===== config.mk =====
export PLATFORM = sky130hd
export DESIGN_NAME = spad_resource_arbiter_flat
export DESIGN_NICKNAME = d
export VERILOG_FILES = /design/src/rtl/spad_resource_arbiter_pkg.sv /design/src/rtl/spad_resource_arbiter_if.sv /design/src/rtl/spad_resource_arbiter_age_counter.sv /design/src/rtl/spad_resource_arbiter.sv /design/src/flat_wrapper.sv
export SDC_FILE = /design/constraint.sdc
export NUM_CORES = 1
export LEC_CHECK = 0
export ABC_AREA = 1
export CAP_MARGIN = 40
export CORE_UTILIZATION = 48
export DETAILED_ROUTE_END_ITERATION = 6
export PLACE_DENSITY = 0.76
export SLEW_MARGIN = 40
export SYNTH_ARGS = -nofsm -noshare
export SYNTH_HDL_FRONTEND = slang
export SYNTH_SLANG_ARGS = --single-unit

===== constraint.sdc =====
create_clock -name clk -period 1.4 [get_ports clk]
set_input_delay 0.14 -clock clk [delete_from_list [all_inputs] [get_ports clk]]
set_output_delay 0.14 -clock clk [all_outputs]
set_load 0.01 [all_outputs]

===== src/rtl/spad_resource_arbiter_pkg.sv =====
// Shared types for the scratchpad SRAM/crossbar reservation arbiter.
// Holds the FSM and owner encodings, requester indices and a owner-to-grant helper.
package spad_resource_arbiter_pkg;

  typedef enum logic [1:0] {
    IDLE  = 2'd0,
    GRANT = 2'd1,
    TURN  = 2'd2
  } arb_state_t;

  typedef enum logic [1:0] {
    OWN_NONE = 2'd0,
    OWN_BE   = 2'd1,
    OWN_VC   = 2'd2,
    OWN_SA   = 2'd3
  } owner_t;

  localparam int REQ_BE  = 0;
  localparam int REQ_VC  = 1;
  localparam int REQ_SA  = 2;
  localparam int NUM_REQ = 3;

  function automatic logic [NUM_REQ-1:0] owner_onehot(owner_t o);
    logic [NUM_REQ-1:0] oh;
    oh = '0;
    case (o)
      OWN_BE:  oh[REQ_BE] = 1'b1;
      OWN_VC:  oh[REQ_VC] = 1'b1;
      OWN_SA:  oh[REQ_SA] = 1'b1;
      default: oh = '0;
    endcase
    return oh;
  endfunction

endpackage


===== src/rtl/spad_resource_arbiter_if.sv =====
// Request/release/grant bundle between the three scratchpad requesters and the arbiter.
// The master side is the requester group, the slave side is the arbiter.
interface spad_resource_arbiter_if;
  import spad_resource_arbiter_pkg::*;

  logic   req_be;
  logic   req_vc;
  logic   req_sa;
  logic   rel_be;
  logic   rel_vc;
  logic   rel_sa;
  logic   gnt_be;
  logic   gnt_vc;
  logic   gnt_sa;
  owner_t owner;
  logic   busy;
  logic   timeout;

  modport master (
    output req_be, req_vc, req_sa, rel_be, rel_vc, rel_sa,
    input  gnt_be, gnt_vc, gnt_sa, owner, busy, timeout
  );

  modport slave (
    input  req_be, req_vc, req_sa, rel_be, rel_vc, rel_sa,
    output gnt_be, gnt_vc, gnt_sa, owner, busy, timeout
  );

endinterface


===== src/rtl/spad_resource_arbiter_age_counter.sv =====
// Saturating wait counter: counts cycles a requester has waited, flags when the
// limit is reached so the arbiter can promote it above the fixed priority.
module spad_age_counter #(
  parameter int AGE_LIMIT = 8
) (
  input  logic clk,
  input  logic rst,
  input  logic inc,
  input  logic clr,
  output logic sat
);

  localparam int AGE_W = $clog2(AGE_LIMIT + 1);
  localparam logic [AGE_W-1:0] LIMIT = AGE_W'(AGE_LIMIT);

  logic [AGE_W-1:0] age;

  assign sat = (age == LIMIT);

  always_ff @(posedge clk) begin
    if (rst || clr) begin
      age <= '0;
    end else if (inc && !sat) begin
      age <= age + 1'b1;
    end
  end

endmodule


===== src/rtl/spad_resource_arbiter.sv =====
// Reservation arbiter for the shared scratchpad SRAM port and crossbar (BE > VC > SA,
// with aging for VC/SA and a bounded hold). All outputs come straight from flops.
module spad_resource_arbiter
  import spad_resource_arbiter_pkg::*;
#(
  parameter int MAX_HOLD  = 16,
  parameter int AGE_LIMIT = 8
) (
  input logic                   clk,
  input logic                   rst,
  spad_resource_arbiter_if.slave bus
);

  localparam int HOLD_W = $clog2(MAX_HOLD);
  localparam logic [HOLD_W-1:0] HOLD_LAST = HOLD_W'(MAX_HOLD - 1);

  arb_state_t         state, state_nxt;
  owner_t             owner_q, owner_nxt, winner;
  logic [NUM_REQ-1:0] gnt_q;
  logic [HOLD_W-1:0]  hold_cnt;
  logic               busy_q, timeout_q, timeout_nxt;
  logic               grant_take;

  logic [NUM_REQ-1:0] req, rel;
  logic               own_req, own_rel, hold_max;
  logic               sat_vc, sat_sa, inc_vc, inc_sa, clr_vc, clr_sa;

  assign req = {bus.req_sa, bus.req_vc, bus.req_be};
  assign rel = {bus.rel_sa, bus.rel_vc, bus.rel_be};

  // Masking with the current grant makes releases from non-owners invisible.
  assign own_req  = |(req & gnt_q);
  assign own_rel  = |(rel & gnt_q);
  assign hold_max = (hold_cnt == HOLD_LAST);

  always_comb begin
    winner = OWN_NONE;
    if (sat_vc && req[REQ_VC])      winner = OWN_VC;
    else if (sat_sa && req[REQ_SA]) winner = OWN_SA;
    else if (req[REQ_BE])           winner = OWN_BE;
    else if (req[REQ_VC])           winner = OWN_VC;
    else if (req[REQ_SA])           winner = OWN_SA;
  end

  always_comb begin
    state_nxt   = state;
    owner_nxt   = owner_q;
    timeout_nxt = 1'b0;
    grant_take  = 1'b0;
    case (state)
      IDLE: begin
        if (|req) begin
          state_nxt  = GRANT;
          owner_nxt  = winner;
          grant_take = 1'b1;
        end
      end
      GRANT: begin
        if (own_rel || !own_req || hold_max) begin
          state_nxt   = TURN;
          owner_nxt   = OWN_NONE;
          // A release or dropped request on the last cycle wins over the forced revoke.
          timeout_nxt = hold_max && !own_rel && own_req;
        end
      end
      TURN: begin
        state_nxt = IDLE;
      end
      default: begin
        state_nxt = IDLE;
        owner_nxt = OWN_NONE;
      end
    endcase
  end

  always_ff @(posedge clk) begin
    if (rst) begin
      state     <= IDLE;
      owner_q   <= OWN_NONE;
      gnt_q     <= '0;
      busy_q    <= 1'b0;
      timeout_q <= 1'b0;
      hold_cnt  <= '0;
    end else begin
      state     <= state_nxt;
      owner_q   <= owner_nxt;
      gnt_q     <= owner_onehot(owner_nxt);
      busy_q    <= (state_nxt != IDLE);
      timeout_q <= timeout_nxt;
      if (grant_take) begin
        hold_cnt <= '0;
      end else if (state == GRANT && !hold_max) begin
        hold_cnt <= hold_cnt + 1'b1;
      end
    end
  end

  assign inc_vc = req[REQ_VC] && (owner_q != OWN_VC);
  assign inc_sa = req[REQ_SA] && (owner_q != OWN_SA);
  assign clr_vc = !req[REQ_VC] || (grant_take && winner == OWN_VC);
  assign clr_sa = !req[REQ_SA] || (grant_take && winner == OWN_SA);

  spad_age_counter #(.AGE_LIMIT(AGE_LIMIT)) u_age_vc (
    .clk (clk),
    .rst (rst),
    .inc (inc_vc),
    .clr (clr_vc),
    .sat (sat_vc)
  );

  spad_age_counter #(.AGE_LIMIT(AGE_LIMIT)) u_age_sa (
    .clk (clk),
    .rst (rst),
    .inc (inc_sa),
    .clr (clr_sa),
    .sat (sat_sa)
  );

  assign bus.gnt_be  = gnt_q[REQ_BE];
  assign bus.gnt_vc  = gnt_q[REQ_VC];
  assign bus.gnt_sa  = gnt_q[REQ_SA];
  assign bus.owner   = owner_q;
  assign bus.busy    = busy_q;
  assign bus.timeout = timeout_q;

endmodule

===== src/flat_wrapper.sv =====
// flat-port wrapper written by rule: the top's interface ports become plain ports
module spad_resource_arbiter_flat import spad_resource_arbiter_pkg::*;
#(
  parameter int MAX_HOLD  = 16,
  parameter int AGE_LIMIT = 8
)
  (clk, rst, bus_req_be, bus_req_vc, bus_req_sa, bus_rel_be, bus_rel_vc, bus_rel_sa, bus_gnt_be, bus_gnt_vc, bus_gnt_sa, bus_owner, bus_busy, bus_timeout);
  spad_resource_arbiter_if bus_i ();
  input logic clk;
  input logic rst;
  input wire logic [$bits(bus_i.req_be)-1:0] bus_req_be;
  input wire logic [$bits(bus_i.req_vc)-1:0] bus_req_vc;
  input wire logic [$bits(bus_i.req_sa)-1:0] bus_req_sa;
  input wire logic [$bits(bus_i.rel_be)-1:0] bus_rel_be;
  input wire logic [$bits(bus_i.rel_vc)-1:0] bus_rel_vc;
  input wire logic [$bits(bus_i.rel_sa)-1:0] bus_rel_sa;
  output wire logic [$bits(bus_i.gnt_be)-1:0] bus_gnt_be;
  output wire logic [$bits(bus_i.gnt_vc)-1:0] bus_gnt_vc;
  output wire logic [$bits(bus_i.gnt_sa)-1:0] bus_gnt_sa;
  output wire logic [$bits(bus_i.owner)-1:0] bus_owner;
  output wire logic [$bits(bus_i.busy)-1:0] bus_busy;
  output wire logic [$bits(bus_i.timeout)-1:0] bus_timeout;
  assign bus_i.req_be = bus_req_be;
  assign bus_i.req_vc = bus_req_vc;
  assign bus_i.req_sa = bus_req_sa;
  assign bus_i.rel_be = bus_rel_be;
  assign bus_i.rel_vc = bus_rel_vc;
  assign bus_i.rel_sa = bus_rel_sa;
  assign bus_gnt_be = bus_i.gnt_be;
  assign bus_gnt_vc = bus_i.gnt_vc;
  assign bus_gnt_sa = bus_i.gnt_sa;
  assign bus_owner = bus_i.owner;
  assign bus_busy = bus_i.busy;
  assign bus_timeout = bus_i.timeout;
  spad_resource_arbiter #(.MAX_HOLD(MAX_HOLD), .AGE_LIMIT(AGE_LIMIT)) u_core (.clk(clk), .rst(rst), .bus(bus_i));
endmodule

**Yosys cells after proc, flatten, opt, wreduce, memory -nomap -nowiden**

Cells that the tools add are included.

- Bits in registers: 21
- Bits of input ports: 8

- Add/subtract/negate cells: 3
- Eq/ne operators: 12
- Muxes and demuxes: 16
- Bitwise gates (word level): 4
- Reductions and logical operators: 31

Operators with widths:

| operator | number |
|---|---|
| 2-to-1 mux 2 bit | 9 |
| adder 4 x 1 -> 4 bit (second input constant) | 3 |
| equality test 4 bit (second input constant) | 3 |
| OR reduction 3 bit | 4 |
| logical AND 1 bit | 11 |
| equality test 2 bit (second input constant) | 5 |
| logical NOT 1 bit | 7 |
| AND 3 bit | 2 |
| logical OR 1 bit | 6 |
| one-hot mux 2 bit (3 select lines) | 1 |
| 2-to-1 mux 1 bit | 5 |
| equality test 2 x 1 -> 1 bit (second input constant) | 2 |
| inequality test 2 bit (second input constant) | 2 |
| one-hot mux 2 bit (2 select lines) | 1 |
| logical NOT 2 bit | 1 |
| inverter 1 bit | 2 |
| nonzero test 2 bit | 1 |
| OR reduction 2 bit | 1 |

**Logic depth before layout (Yosys ltp)**

- Word-level depth: 9
- Depth in mapped cells: 10
- Mapped depth without buffers: 10

**Modules after synthesis**

Synthesis repeated with hierarchy kept, for this count alone.

- Cells, all modules: 158
- Area, all modules: 1154.9 um^2

Modules (own cells, without submodules):

| module | times used | cells each | area each (um^2) | seq. area each (um^2) |
|---|---|---|---|---|
| spad_resource_arbiter | 1 | 92 | 706.9 | 260.2 |
| spad_age_counter | 2 | 33 | 224.0 | 80.1 |

**Worst setup path after synthesis**

OpenSTA, ideal clock, no wires.

- Path type: register to register
- Start: register u_core.hold_cnt[0]
- End: register u_core.gnt_q[0]
- Library setup time: 0.112 ns
- Arrival: 1.153 ns
- Data required time: 1.288 ns
- Setup slack: 0.135 ns
- Cell stages (with the launch flop): 11
- Path buffers: 0
- Cell sequence: dfxtp_1 > ha_1 > nand3_1 > nand2_1 > inv_2 > nand3_1 > nand2_1 > nand2_1 > nand2_1 > nand2_1 > nor2_1

- Word-level cells in the longest chain between the ends: 6

Ends and longest elaborated chain:

| item | RTL line | RTL |
|---|---|---|
| from (decl) | spad_resource_arbiter.sv:20 | `logic [HOLD_W-1:0] hold_cnt;` |
| from (signal assigned) | spad_resource_arbiter.sv:93 | `hold_cnt <= hold_cnt + 1'b1;` |
| equality test 4 bit | spad_resource_arbiter.sv:34 | `assign hold_max = (hold_cnt == HOLD_LAST);` |
| logical OR 1 bit | spad_resource_arbiter.sv:59 | `if (own_rel \|\| !own_req \|\| hold_max) begin` |
| 2-to-1 mux 2 bit | spad_resource_arbiter.sv:59 |  |
| one-hot mux 2 bit (3 select lines) | spad_resource_arbiter.sv:50 | `case (state)` |
| equality test 2 x 1 -> 1 bit | spad_resource_arbiter_pkg.sv:26 | `case (o)` |
| 2-to-1 mux 1 bit | spad_resource_arbiter_pkg.sv:26 |  |
| to (signal assigned) | spad_resource_arbiter.sv:87 | `gnt_q <= owner_onehot(owner_nxt);` |
| to (decl) | spad_resource_arbiter.sv:19 | `logic [NUM_REQ-1:0] gnt_q;` |

Every way passes these cells.
A chain may end at the register's enable or synchronous reset.

**Final worst setup path**

- Start: register u_core.owner_q[1], in the netlist u_core.bus.owner[1]
- End: output port bus_owner[1]

RTL lines:

| item | RTL line | RTL |
|---|---|---|
| from (decl) | spad_resource_arbiter.sv:18 | `owner_t owner_q, owner_nxt, winner;` |
| from (signal assigned) | spad_resource_arbiter.sv:86 | `owner_q <= owner_nxt;` |
| to (decl) | flat_wrapper.sv:20 | `output wire logic [$bits(bus_i.owner)-1:0] bus_owner;` |

No word-level cell between the ends.

==> reports/results.txt <==
Grt total ovfl - 0
R2r setup slk - 110 ps
Hold Crit Start - u_core.hold_cnt[1]$_SDFFE_PP0P_
Largest cells by area after synthesis - dfxtp_1 39%, nand2_1 11%, inv_1 9.5%
Initial antenna violation count - 0
Largest net degree at the start of global routing - 12
Path type of the worst setup path - register to primary output
Max VDD drop - 705 µV
Post-Syn Nets - 164
Max clock buf depth - 2
Placed Instances - 199
DR DRC count - 0
Synth cell types - 21
PD cells - 858 mW/mm²
Sw frac - 28.1%
Non-filler cells, final - 206
Min-delay worst type - register to register
Core ar. - 0.00202 mm²
Net Switching - 0.338 mW
DR pass1 iterations - 7
Via density - 4.81
Slowest CP cell - clkdlybuf4s50_1
Root Buffer - clkbuf_4
Routability cong. - 0.827
Critical path launch point - u_core.bus.owner[1]$_SDFF_PP0_
Tightest Pin Transition - 305 ps
Crit-path leading delay family - buffers and inverters
Multi-input gate area - 578 µm²
Worst Path Arrival - 1220 ps
WP buf/inv - 1
Register area - 433 µm²
Crit-path max cell delay - 540 ps
Post-synth ARST share - 0%
Clk_skew - 3.79 ps
Power Total - 1.20 mW
Final min period - 1360 ps
Register area share after synthesis - 39.4%
Largest area contributor in the netlist - dfxtp_1
Die height - 49.2 µm
Synthesized area per cell - 7.07 µm²
Utilization after layout - 69.4%
Dpl hpwl - 1650 µm
Unrepaired setup endpoints after global routing - yes
Starting Density - 52.8%
WL/cell - 10.4 µm
Yosys reg bits - 21
Crit path max fanout - 4
Syn Inst Count - 151
Final Cycle Share - 97.4%
Seq pwr share - 54.0%
Die Wd - 49.2 µm
Slew HR - 79.6%
Fmax - 734 MHz
Clock power share - 24.0%
CP required - 1260 ps
Final WL - 2140 µm
First-pass GRT wire length - 3710 µm
Die area - 0.00242 mm²
Initial drt markers - 22
Max-slew violation count - 0
PortBufs - 14
Share of layout cells above drive strength 1 - 24.6%
Antenna-violating nets left - 0
Logic pwr share - 22.0%
CTS HTree Levels - 1
CTS sink cnt - 21
Cell Rows - 16
CP Launch Type - register
CTS buffer count - 3
Post-synth EDFFs - 0
Vias in the first global route - 945
R2r startpoint - u_core.u_age_vc.age[0]$_SDFFE_PP0P_
Internal power - 0.865 mW
Max-Cap Viols - 0
Overall Global Routing Usage - 19.4%
CP endpoint kind - primary output
Hold Violations, Final - 0
Layout net count - 193
Area Growth Syn to Fin - 31.4%
Post-synth top flop - dfxtp_1
TritonCTS clock tree - done
Mapped Area - 0.00107 mm²
Number of setup violations in the final report - 0
Ys Warns - 0
Outcome - finished clean
Worst path cell trace - clkdlybuf4s50_1
Skew-Pair Late Insertion Delay - 300 ps
Clock transition at path regs - 110 ps
FILL cells - 176
Leakage power - 0.613 nW
Ant. Diodes - 0
Num ports - 15
Via count - 991
Synth top area share - 39.4%
==> cells in the mapped netlist, types with 2 or more instances <==
library cell,n
nand2_1,32
inv_1,27
dfxtp_1,21
nor2_1,20
nand3_1,13
ha_1,5
nand4_1,5
xor2_1,5
a21oi_1,3
nor2_2,3
o21ai_0,3
a21oi_2,2
inv_2,2
nand2_2,2
xnor2_1,2
==> kinds of logic (layout without fill, tap and decap cells) <==
logic type	count (synthesis)	after routing	synth area share, %
adder cells (fa/ha/maj)	5	5	5.86
XOR/XNOR	7	7	5.74
AO/OA/AOI/OAI	10	10	5.74
flip-flops	21	21	39.4
AND/OR/NAND/NOR	78	78	32.4
buffers and inverters	30	58	10.9
==> cell type report <==
type	instances	area share [%]
multi-input cells	100	41.2
inverters	29	7.76
well taps	27	2.41
repair buffers	25	15.9
clock buffers	4	1.87
flip-flops and latches	21	30.9
==> worst paths after layout <==
| check | end | depth (start not counted) |
|---|---|---|
| worst max-delay path | bus_owner[1] | 1 |
| worst min-delay path | u_core.hold_cnt[1]$_SDFFE_PP0P_ | 2 |
| worst max register to register | u_core.u_age_vc.age[3]$_SDFFE_PP0P_ | 8 |
| worst min register to register | u_core.hold_cnt[1]$_SDFFE_PP0P_ | 2 |
==> per-stage QoR <==
step           TNS, ps  hold WS (ps)  instance area [µm²]  setup WS (ps)
2_1_floorplan        0           216                 1070            135
3_3_place_gp     -1090           471                 1290          -89.8
3_5_place_dp     -1880           480                 1290           -152
4_1_cts              0           499                 1320           23.1
5_1_grt          -74.1           532                 1400          -19.7
6_report             0           502                 1400           36.8
==> placed cells by master, fill, tap and decap left out <==
| master | count |
|---|---|
| nand2_1 | 29 |
| inv_1 | 25 |
| nor2_1 | 18 |
| clkdlybuf4s50_1 | 14 |
| dfxtp_1 | 13 |
| nand3_1 | 11 |
| buf_4 | 11 |
| dfxtp_2 | 7 |
| nor2_2 | 5 |
| nand2_2 | 5 |
| nand4_1 | 5 |
| xor2_1 | 5 |
| inv_2 | 4 |
| a21oi_1 | 3 |
| nand3_2 | 3 |
| ha_1 | 3 |
| clkbuf_4 | 3 |
| a21oi_2 | 2 |
| o21ai_0 | 2 |
| xnor2_1 | 2 |
| ha_4 | 2 |
| or2_2 | 1 |
| o211ai_1 | 1 |
| o21ai_1 | 1 |
| or2_1 | 1 |
| a31oi_1 | 1 |
| clkbuf_1 | 1 |
| dfxtp_4 | 1 |
==> metal layers <==
metal	track usage (%)	up-vias	part of all wire, %
met3	2.80	2	2.6
met5	0	-	0
met4	7.35	0	0.47
met2	35.6	14	53
li1	-	522	-
met1	22.4	453	44
==> state kept, by name (all words and copies together) (netlist names) <==
name and cells:
u_core.bus.timeout 1, u_core.bus.busy 1, u_core.gnt_q 3, u_core.state 2, u_core.hold_cnt 4, u_core.u_age_vc.age 4, u_core.u_age_sa.age 4, u_core.bus.owner 2
==> power groups by stage <==
stage	combinational (mW)	clock [mW]	sequential [mW]
6_report	0.265	0.288	0.650
3_5_place_dp	0.247	0	0.662
5_1_grt	0.299	0.313	0.653
3_3_place_gp	0.242	0	0.662
2_1_floorplan	0.133	0	0.666
4_1_cts	0.250	0.293	0.650
==> what timing repair did <==
item | in CTS | in global routing
buffers inserted | 0 | 3
hold buffers | 0 | 0
pin swaps | 0 | 7
resized for setup | 3 | 20
setup endpoints to repair | 3 | 15
(Power assumes the default switching activity.)
